[config.mk]
export PLATFORM = sky130hd
export DESIGN_NAME = psram_cmd_sequencer_flat
export DESIGN_NICKNAME = d
export VERILOG_FILES = /design/src/rtl/psram_cmd_sequencer_if.sv /design/src/rtl/psram_cmd_sequencer.sv /design/src/flat_wrapper.sv
export SDC_FILE = /design/constraint.sdc
export NUM_CORES = 1
export LEC_CHECK = 0
export ABC_CLOCK_PERIOD_IN_PS = 2600
export CORE_MARGIN = 8
export CORE_UTILIZATION = 52
export DETAILED_ROUTE_END_ITERATION = 12
export PLACE_DENSITY = 0.85
export SLEW_MARGIN = 15
export SYNTH_ARGS = -nofsm -noshare
export SYNTH_HDL_FRONTEND = slang
export SYNTH_SLANG_ARGS = --single-unit
[constraint.sdc]
create_clock -name sysclk -period 2.6 [get_ports sysclk]
set_input_delay 0.52 -clock sysclk [delete_from_list [all_inputs] [get_ports sysclk]]
set_output_delay 0.52 -clock sysclk [all_outputs]
set_load 0.05 [all_outputs]
[src/rtl/psram_cmd_sequencer_if.sv]
`default_nettype none
// ============================================================================
// Module   : psram_cmd_sequencer_if
// Brief    : Host request/response and SPI byte-op signals for the PSRAM
//            command sequencer. PSRAM_BURST_EN adds req_len and wdata_pop.
// Revision : 1.0 - initial release
// ============================================================================
interface psram_cmd_sequencer_if;
   logic        req_valid;
   logic        req_ready;
   logic        req_we;
   logic [22:0] req_addr;
   logic [7:0]  req_wdata;
`ifdef PSRAM_BURST_EN
   logic [1:0]  req_len;
   logic        wdata_pop;
`endif
   logic        rsp_valid;
   logic [7:0]  rsp_rdata;
   logic        init_done;
   logic        spi_start;
   logic [1:0]  spi_op;
   logic [7:0]  spi_tx_byte;
   logic        spi_done;
   logic [7:0]  spi_rx_byte;
   logic        spi_ce;

`ifdef PSRAM_BURST_EN
   modport slave (
      input  req_valid, req_we, req_addr, req_wdata, req_len, spi_done, spi_rx_byte,
      output req_ready, rsp_valid, rsp_rdata, init_done, wdata_pop,
             spi_start, spi_op, spi_tx_byte, spi_ce
   );
   modport master (
      output req_valid, req_we, req_addr, req_wdata, req_len, spi_done, spi_rx_byte,
      input  req_ready, rsp_valid, rsp_rdata, init_done, wdata_pop,
             spi_start, spi_op, spi_tx_byte, spi_ce
   );
`else
   modport slave (
      input  req_valid, req_we, req_addr, req_wdata, spi_done, spi_rx_byte,
      output req_ready, rsp_valid, rsp_rdata, init_done,
             spi_start, spi_op, spi_tx_byte, spi_ce
   );
   modport master (
      output req_valid, req_we, req_addr, req_wdata, spi_done, spi_rx_byte,
      input  req_ready, rsp_valid, rsp_rdata, init_done,
             spi_start, spi_op, spi_tx_byte, spi_ce
   );
`endif
endinterface
`default_nettype wire

[src/rtl/psram_cmd_sequencer.sv]
`default_nettype none
// ============================================================================
// Module   : psram_cmd_sequencer
// Brief    : PSRAM power-up/init in SPI mode, then host byte requests turned
//            into QPI 0x38 / 0xEB frames, one SPI byte-op at a time.
//            Optional macro PSRAM_BURST_EN: 1..4 byte bursts per frame.
// Revision : 1.0 - initial release
// ============================================================================
module psram_cmd_sequencer #(
   parameter int POWERUP_CYCLES = 15000,
   parameter int CE_HIGH_CYCLES = 4,
   parameter int READ_WAIT_OPS  = 3
) (
   input  wire                  sysclk,
   input  wire                  reset_n,
   psram_cmd_sequencer_if.slave bus
);

   localparam logic [1:0] c_OP_SPI  = 2'b00;
   localparam logic [1:0] c_OP_QRD  = 2'b01;
   localparam logic [1:0] c_OP_QWR  = 2'b10;
   localparam logic [1:0] c_OP_WAIT = 2'b11;

   localparam logic [3:0] c_PWRUP  = 4'd0;
   localparam logic [3:0] c_RSTEN  = 4'd1;
   localparam logic [3:0] c_GAP1   = 4'd2;
   localparam logic [3:0] c_RST    = 4'd3;
   localparam logic [3:0] c_GAP2   = 4'd4;
   localparam logic [3:0] c_QPI_EN = 4'd5;
   localparam logic [3:0] c_GAP3   = 4'd6;
   localparam logic [3:0] c_IDLE   = 4'd7;
   localparam logic [3:0] c_CMD    = 4'd8;
   localparam logic [3:0] c_ADDR2  = 4'd9;
   localparam logic [3:0] c_ADDR1  = 4'd10;
   localparam logic [3:0] c_ADDR0  = 4'd11;
   localparam logic [3:0] c_DUMMY  = 4'd12;
   localparam logic [3:0] c_DATA   = 4'd13;
   localparam logic [3:0] c_DONE   = 4'd14;
   localparam logic [3:0] c_GAP    = 4'd15;

   localparam int c_CNT_MAX = (POWERUP_CYCLES > CE_HIGH_CYCLES) ? POWERUP_CYCLES : CE_HIGH_CYCLES;
   localparam int c_CNT_W   = $clog2(c_CNT_MAX + 1);
   localparam logic [c_CNT_W-1:0] c_PWRUP_LAST = c_CNT_W'(POWERUP_CYCLES - 1);
   localparam logic [c_CNT_W-1:0] c_GAP_LAST   = c_CNT_W'(CE_HIGH_CYCLES - 1);
   localparam int c_DUM_W = (READ_WAIT_OPS > 1) ? $clog2(READ_WAIT_OPS) : 1;
   localparam logic [c_DUM_W-1:0] c_DUM_LAST =
      c_DUM_W'((READ_WAIT_OPS > 0) ? READ_WAIT_OPS - 1 : 0);

   logic [3:0]         r_state;
   logic [c_CNT_W-1:0] r_cnt;
   logic [c_DUM_W-1:0] r_dum;
   logic               r_busy;
   logic [22:0]        r_addr;
   logic               r_we;
   logic [7:0]         r_wdata;
   logic               r_start;
   logic [1:0]         r_op;
   logic [7:0]         r_tx;
   logic               r_ce;
   logic               r_rsp_valid;
   logic [7:0]         r_rdata;
   logic               r_init_done;
`ifdef PSRAM_BURST_EN
   logic [1:0]         r_len;
   logic [1:0]         r_beat;
   logic               r_pop;
`endif

   logic [3:0] w_next;
   logic       w_launch;
   logic [1:0] w_op;
   logic [7:0] w_byte;
   logic       w_done;
   logic       w_ready;
   logic       w_accept;
   logic       w_gap_hit;
   logic       w_counting;
   logic       w_ce_low_next;
   logic       w_data_last;

   // A done pulse only counts while an op we launched is still outstanding.
   assign w_done     = bus.spi_done & r_busy;
   assign w_ready    = (r_state == c_IDLE) & r_ce;
   assign w_accept   = bus.req_valid & w_ready;
   assign w_gap_hit  = (r_cnt == c_GAP_LAST);
   assign w_counting = r_state inside {c_PWRUP, c_GAP1, c_GAP2, c_GAP3, c_GAP};
   assign w_ce_low_next = w_next inside {c_RSTEN, c_RST, c_QPI_EN, c_CMD, c_ADDR2,
                                         c_ADDR1, c_ADDR0, c_DUMMY, c_DATA};
`ifdef PSRAM_BURST_EN
   assign w_data_last = (r_beat == r_len);
`else
   assign w_data_last = 1'b1;
`endif

   // Every op launch happens on the edge that enters (or re-enters) its state,
   // so back-to-back ops start the cycle after the previous done.
   always_comb begin
      w_next   = r_state;
      w_launch = 1'b0;
      w_op     = c_OP_SPI;
      w_byte   = 8'h00;
      case (r_state)
         c_PWRUP: begin
            if (r_cnt == c_PWRUP_LAST) begin
               w_next   = c_RSTEN;
               w_launch = 1'b1;
               w_byte   = 8'h66;
            end
         end
         c_RSTEN: begin
            if (w_done) w_next = c_GAP1;
         end
         c_GAP1: begin
            if (w_gap_hit) begin
               w_next   = c_RST;
               w_launch = 1'b1;
               w_byte   = 8'h99;
            end
         end
         c_RST: begin
            if (w_done) w_next = c_GAP2;
         end
         c_GAP2: begin
            if (w_gap_hit) begin
               w_next   = c_QPI_EN;
               w_launch = 1'b1;
               w_byte   = 8'h35;
            end
         end
         c_QPI_EN: begin
            if (w_done) w_next = c_GAP3;
         end
         c_GAP3: begin
            if (w_gap_hit) w_next = c_IDLE;
         end
         c_IDLE: begin
            if (w_accept) begin
               w_next   = c_CMD;
               w_launch = 1'b1;
               w_op     = c_OP_QWR;
               w_byte   = bus.req_we ? 8'h38 : 8'hEB;
            end
         end
         c_CMD: begin
            if (w_done) begin
               w_next   = c_ADDR2;
               w_launch = 1'b1;
               w_op     = c_OP_QWR;
               w_byte   = {1'b0, r_addr[22:16]};
            end
         end
         c_ADDR2: begin
            if (w_done) begin
               w_next   = c_ADDR1;
               w_launch = 1'b1;
               w_op     = c_OP_QWR;
               w_byte   = r_addr[15:8];
            end
         end
         c_ADDR1: begin
            if (w_done) begin
               w_next   = c_ADDR0;
               w_launch = 1'b1;
               w_op     = c_OP_QWR;
               w_byte   = r_addr[7:0];
            end
         end
         c_ADDR0: begin
            if (w_done) begin
               w_launch = 1'b1;
               if (r_we) begin
                  w_next = c_DATA;
                  w_op   = c_OP_QWR;
                  w_byte = r_wdata;
               end else if (READ_WAIT_OPS == 0) begin
                  w_next = c_DATA;
                  w_op   = c_OP_QRD;
               end else begin
                  w_next = c_DUMMY;
                  w_op   = c_OP_WAIT;
               end
            end
         end
         c_DUMMY: begin
            if (w_done) begin
               w_launch = 1'b1;
               if (r_dum == c_DUM_LAST) begin
                  w_next = c_DATA;
                  w_op   = c_OP_QRD;
               end else begin
                  w_op   = c_OP_WAIT;
               end
            end
         end
         c_DATA: begin
            if (w_done) begin
               if (w_data_last) begin
                  w_next = c_DONE;
               end else begin
                  w_launch = 1'b1;
                  w_op     = r_we ? c_OP_QWR : c_OP_QRD;
                  w_byte   = r_we ? bus.req_wdata : 8'h00;
               end
            end
         end
         c_DONE: begin
            w_next = c_GAP;
         end
         c_GAP: begin
            if (w_gap_hit) w_next = c_IDLE;
         end
         default: begin
            w_next = c_PWRUP;
         end
      endcase
   end

   always_ff @(posedge sysclk) begin
      if (!reset_n) begin
         r_state     <= c_PWRUP;
         r_cnt       <= '0;
         r_dum       <= '0;
         r_busy      <= 1'b0;
         r_addr      <= '0;
         r_we        <= 1'b0;
         r_wdata     <= '0;
         r_start     <= 1'b0;
         r_op        <= c_OP_SPI;
         r_tx        <= '0;
         r_ce        <= 1'b1;
         r_rsp_valid <= 1'b0;
         r_rdata     <= '0;
         r_init_done <= 1'b0;
      end else begin
         r_state <= w_next;
         r_start <= w_launch;
         r_ce    <= ~w_ce_low_next;

         if (w_next != r_state) begin
            r_cnt <= '0;
         end else if (w_counting) begin
            r_cnt <= r_cnt + 1'b1;
         end

         if (w_launch) begin
            r_op   <= w_op;
            r_tx   <= w_byte;
            r_busy <= 1'b1;
         end else if (w_done) begin
            r_busy <= 1'b0;
         end

         if (w_accept) begin
            r_addr  <= bus.req_addr;
            r_we    <= bus.req_we;
            r_wdata <= bus.req_wdata;
         end

         if (r_state != c_DUMMY) begin
            r_dum <= '0;
         end else if (w_done) begin
            r_dum <= r_dum + 1'b1;
         end

         if ((r_state == c_DATA) && w_done && !r_we) begin
            r_rdata <= bus.spi_rx_byte;
         end

`ifdef PSRAM_BURST_EN
         // Reads report every byte; writes report once when the frame closes.
         r_rsp_valid <= ((r_state == c_DONE) && r_we) ||
                        ((r_state == c_DATA) && w_done && !r_we);
`else
         r_rsp_valid <= (r_state == c_DONE);
`endif

         if ((r_state == c_GAP3) && (w_next == c_IDLE)) begin
            r_init_done <= 1'b1;
         end
      end
   end

`ifdef PSRAM_BURST_EN
   // wdata_pop asks the host to present the byte for the next write beat.
   always_ff @(posedge sysclk) begin
      if (!reset_n) begin
         r_len  <= '0;
         r_beat <= '0;
         r_pop  <= 1'b0;
      end else begin
         r_pop <= 1'b0;
         if (w_accept) begin
            r_len  <= bus.req_len;
            r_beat <= '0;
            r_pop  <= bus.req_we && (bus.req_len != 2'd0);
         end else if ((r_state == c_DATA) && w_done) begin
            r_beat <= r_beat + 2'd1;
            r_pop  <= r_we && !w_data_last && ((r_beat + 2'd1) != r_len);
         end
      end
   end

   assign bus.wdata_pop = r_pop;
`endif

   assign bus.req_ready   = w_ready;
   assign bus.rsp_valid   = r_rsp_valid;
   assign bus.rsp_rdata   = r_rdata;
   assign bus.init_done   = r_init_done;
   assign bus.spi_start   = r_start;
   assign bus.spi_op      = r_op;
   assign bus.spi_tx_byte = r_tx;
   assign bus.spi_ce      = r_ce;

endmodule
`default_nettype wire
[src/flat_wrapper.sv]
// flat-port wrapper written by rule: the top's interface ports become plain ports
module psram_cmd_sequencer_flat 
#(
   parameter int POWERUP_CYCLES = 15000,
   parameter int CE_HIGH_CYCLES = 4,
   parameter int READ_WAIT_OPS  = 3
)
  (sysclk, reset_n, bus_req_valid, bus_req_we, bus_req_addr, bus_req_wdata, bus_spi_done, bus_spi_rx_byte, bus_req_ready, bus_rsp_valid, bus_rsp_rdata, bus_init_done, bus_spi_start, bus_spi_op, bus_spi_tx_byte, bus_spi_ce);
  psram_cmd_sequencer_if bus_i ();
  input  wire sysclk;
  input  wire reset_n;
  input wire logic [$bits(bus_i.req_valid)-1:0] bus_req_valid;
  input wire logic [$bits(bus_i.req_we)-1:0] bus_req_we;
  input wire logic [$bits(bus_i.req_addr)-1:0] bus_req_addr;
  input wire logic [$bits(bus_i.req_wdata)-1:0] bus_req_wdata;
  input wire logic [$bits(bus_i.spi_done)-1:0] bus_spi_done;
  input wire logic [$bits(bus_i.spi_rx_byte)-1:0] bus_spi_rx_byte;
  output wire logic [$bits(bus_i.req_ready)-1:0] bus_req_ready;
  output wire logic [$bits(bus_i.rsp_valid)-1:0] bus_rsp_valid;
  output wire logic [$bits(bus_i.rsp_rdata)-1:0] bus_rsp_rdata;
  output wire logic [$bits(bus_i.init_done)-1:0] bus_init_done;
  output wire logic [$bits(bus_i.spi_start)-1:0] bus_spi_start;
  output wire logic [$bits(bus_i.spi_op)-1:0] bus_spi_op;
  output wire logic [$bits(bus_i.spi_tx_byte)-1:0] bus_spi_tx_byte;
  output wire logic [$bits(bus_i.spi_ce)-1:0] bus_spi_ce;
  assign bus_i.req_valid = bus_req_valid;
  assign bus_i.req_we = bus_req_we;
  assign bus_i.req_addr = bus_req_addr;
  assign bus_i.req_wdata = bus_req_wdata;
  assign bus_i.spi_done = bus_spi_done;
  assign bus_i.spi_rx_byte = bus_spi_rx_byte;
  assign bus_req_ready = bus_i.req_ready;
  assign bus_rsp_valid = bus_i.rsp_valid;
  assign bus_rsp_rdata = bus_i.rsp_rdata;
  assign bus_init_done = bus_i.init_done;
  assign bus_spi_start = bus_i.spi_start;
  assign bus_spi_op = bus_i.spi_op;
  assign bus_spi_tx_byte = bus_i.spi_tx_byte;
  assign bus_spi_ce = bus_i.spi_ce;
  psram_cmd_sequencer #(.POWERUP_CYCLES(POWERUP_CYCLES), .CE_HIGH_CYCLES(CE_HIGH_CYCLES), .READ_WAIT_OPS(READ_WAIT_OPS)) u_core (.sysclk(sysclk), .reset_n(reset_n), .bus(bus_i));
endmodule
==> out/results.tsv, run 1 <==
stage	metric	value	unit
run_status	outcome	finished, final reports clean	
critical_path	crit_family	flip-flops	
cells_and_area	fillers	551	
synthesis	avgSynthCellArea	8.73	µm²
global_routing	antenna_found_initial	0	
drt	wl	9.22	mm
critical_path	cp-startpoint	u_core.r_state[0]	
power_and_ir_drop	p_leak	1.63	nW
synthesis	ys_ff_latch	75	
cells_and_area	fin_nets	521	
floorplan	num_io_pins	67	
synthesis	synth_most_common_cell	nand2_1	
synthesis	synth_ff_type	dfxtp_1	
place	place_congestion	0.907	
floorplan	rows	30	
clocking	cts_tree	built	
critical_path	path_cells	nand3_1, nor3b_2, buf_12	
place	post-place-ws	231	ps
clocking	h-tree-depth	3	
global_routing	grt.overflow.total	0	
timing	tightest_slew	885	ps
timing	fin_ws	127	ps
drt	drcViolationCount	0	
min_path	hold_class	register to register	
floorplan	core	6790	µm²
critical_path	critPathKind	register to primary output	
critical_path	arrival	1950	ps
cells_and_area	antenna_cells	0	
clocking	ctsResizeCount	0	
job	max_cap_violations	0	
cells_and_area	drive_gt1_share	9.79	%
floorplan	start_util	53.4	%
critical_path	cp_slowest_stage_delay	900	ps
power_and_ir_drop	p_per_area	496	nW/µm²
clocking	root_buffer	clkbuf_8	
min_path	holdPathStages	2	
clocking	cts_hold_buf	0	
synthesis	syn-num-nets	462	
timing	fin_tns_setup	0	ps
min_path	hold_start	u_core.bus.spi_op[1]	
synthesis	yosysWarnings	0	
critical_path	r2r_slack	170	ps
synthesis	synth_area_leader_cell	dfxtp_1	
synthesis	synthCells	416	
critical_path	cp.depth	3	
clocking	post-cts-setup-buffer-count	0	
floorplan	die_h	99.6	µm
critical_path	cp_num_buf_inv	1	
critical_path	path_max_fanout	21	
global_routing	grt_usage	19.1	%
global_routing	grt_max_degree	64	
synthesis	yosysUniqueCellTypes	60	
power_and_ir_drop	vdd_ir_drop_max	0.000255	V
timing	drv_slew	0	
place	dp_hpwl	6.57	mm
timing	rsz0062_at_grt	false	
critical_path	slowest_stage	dfxtp_1	
synthesis	synthArstFlopShare	0	%
synthesis	ys_top_cells_by_area	dfxtp_1, nand2_1, a21boi_0	
cells_and_area	syn_to_final_growth	27.1	%
drt	viasPerCell	5.54	
global_routing	grt_pass1_vias	3222	
drt	ant_nets	0	
cells_and_area	final_util	67.9	%
timing	finClkSkew	8.95	ps
timing	setup_violations	0	
critical_path	start_kind	register	
timing	hold_viol_final	0	
drt	drt_iter0_drc	282	
place	numPortBuffers	66	
synthesis	synth_top_cell_area_share	41.4	%
clocking	path_clk_slew	80	ps
clocking	cts_inserted_buffers	9	
clocking	max-clock-path-buffers	2	
clocking	numClockSinks	75	
synthesis	seq_area_frac_synth	41.4	%
critical_path	crit-reg2reg-launch	u_core.r_state[0]	
synthesis	synth_commonest_cells	nand2_1, dfxtp_1, a21boi_0	
drt	vias	3190	
drt	drt-pass1-iter-count	6	
timing	finalCritPeriodShare	95.1	%
drt	wl_per_cell	16.0	µm
synthesis	syn_area	3630	µm²
timing	relSlewSlack	40.9	%
clocking	clkLatencyLatePin	350	ps
critical_path	reg2reg_depth	5	
floorplan	die_w	99.6	µm
timing	period_minus_slack	2470	ps
critical_path	end_kind	primary output	
floorplan	die_area	9910	µm²
timing	max_freq	0.404	GHz
critical_path	required	2080	ps
synthesis	synth_edf_count	0	
global_routing	grt_pass1_wl	15.3	mm
==> metrics by stage <==
| stage | instances | total power, mW | hold slack, ps | instance area, µm² |
|---|---|---|---|---|
| after floorplan | 416 | 1.23 | 440 | 3640 |
| after global placement | 560 | 1.30 | 449 | 4390 |
| after detailed placement | 560 | 1.30 | 457 | 4390 |
| after CTS | 576 | 2.31 | 467 | 4620 |
| after global routing | 576 | 2.37 | 487 | 4620 |
| final | 576 | 2.29 | 462 | 4620 |
==> layer usage <==
layer	GRT usage, %	part of all wire (%)
met5	0	0
met4	8.27	1.7
met3	5.24	6.4
met2	31.6	50
met1	22.7	42
==> layout make-up <==
class                           count  area (µm²)  area share, %
Clock buffer                       12         155           3.36
Clock inverter                      4        72.6           1.57
Inverter                            3        11.3          0.244
Multi-Input combinational cell    309        1990           43.1
Sequential cell                    75        1500           32.5
Tap cell                           96         120           2.60
Timing Repair Buffer               77         766           16.6
==> flip-flops by register name, summed over array words and instances, names as in the netlist <==
name	cells
u_core.bus.spi_ce	1
u_core.r_addr	23
u_core.r_we	1
u_core.r_state	4
u_core.r_busy	1
u_core.r_cnt	14
u_core.bus.spi_tx_byte	8
u_core.bus.spi_op	2
u_core.bus.init_done	1
u_core.bus.spi_start	1
u_core.bus.rsp_valid	1
u_core.bus.rsp_rdata	8
u_core.r_dum	2
u_core.r_wdata	8
==> worst paths after layout <==
kind / end
min reg2reg: u_core.bus.spi_op[1]
max: bus_req_ready
max reg2reg: u_core.bus.spi_tx_byte[1]
min: u_core.bus.spi_op[1]
==> worst reg2reg max path: stages (launching register included) <==
cell	delay [ps]
dfxtp_1	900
nand4b_1	430
or2_2	460
nor2_1	280
a211oi_1	120
a21boi_0	170
==> cells in the final DEF, fill, tap and decap left out, types with 3 or more instances in the layout <==
cell type and count:
buf_4 10, nor2_1 15, o21ai_0 7, nand4_1 7, nand3_1 15, and2_1 8, mux2i_1 12, nand4b_1 3
a21boi_0 35, nor3_1 19, a222oi_1 4, a211oi_1 3, o2bb2ai_1 9, nor4_4 3, xnor2_1 10, clkdlybuf4s50_1 65
nand2_1 81, clkbuf_8 11, inv_1 3, a21oi_1 4, dfxtp_1 75, mux2_2 3, nor2b_1 14, xor2_1 5
and3_1 8
==> logic make-up (layout without fill, tap and decap cells) <==
kind of cell / Yosys count / after routing / share of synthesized area [%]
and+or+nand+nor: 192 / 192 / 27.6
DFF: 75 / 75 / 41.4
adders and majority gates: 2 / 2 / 0.689
buffers and inverters: 32 / 96 / 4.07
xor gates and xnor gates: 15 / 15 / 3.62
muxes: 15 / 15 / 4.24
AOI/OAI and AO/OA: 85 / 85 / 18.4
==> report_power, final <==
group	switching [mW]	total, mW	internal, mW
clock network	0.420	1.01	0.592
registers	0.00479	1.16	1.15
logic	0.0400	0.119	0.0790
total	0.465	2.29	1.82
(Power assumes the default switching activity.)
==> run 2, diff against run 1 <==
--- a/config.mk
+++ b/config.mk
@@ -8,6 +8,7 @@
 export ABC_CLOCK_PERIOD_IN_PS = 2600
 export CORE_MARGIN = 8
 export CORE_UTILIZATION = 52
+export CTS_CLUSTER_SIZE = 20
 export DETAILED_ROUTE_END_ITERATION = 12
 export PLACE_DENSITY = 0.85
 export SLEW_MARGIN = 15
==> results of run 2 <==
Same layout as run 1: the final DEF is identical, and so are final timing and power.
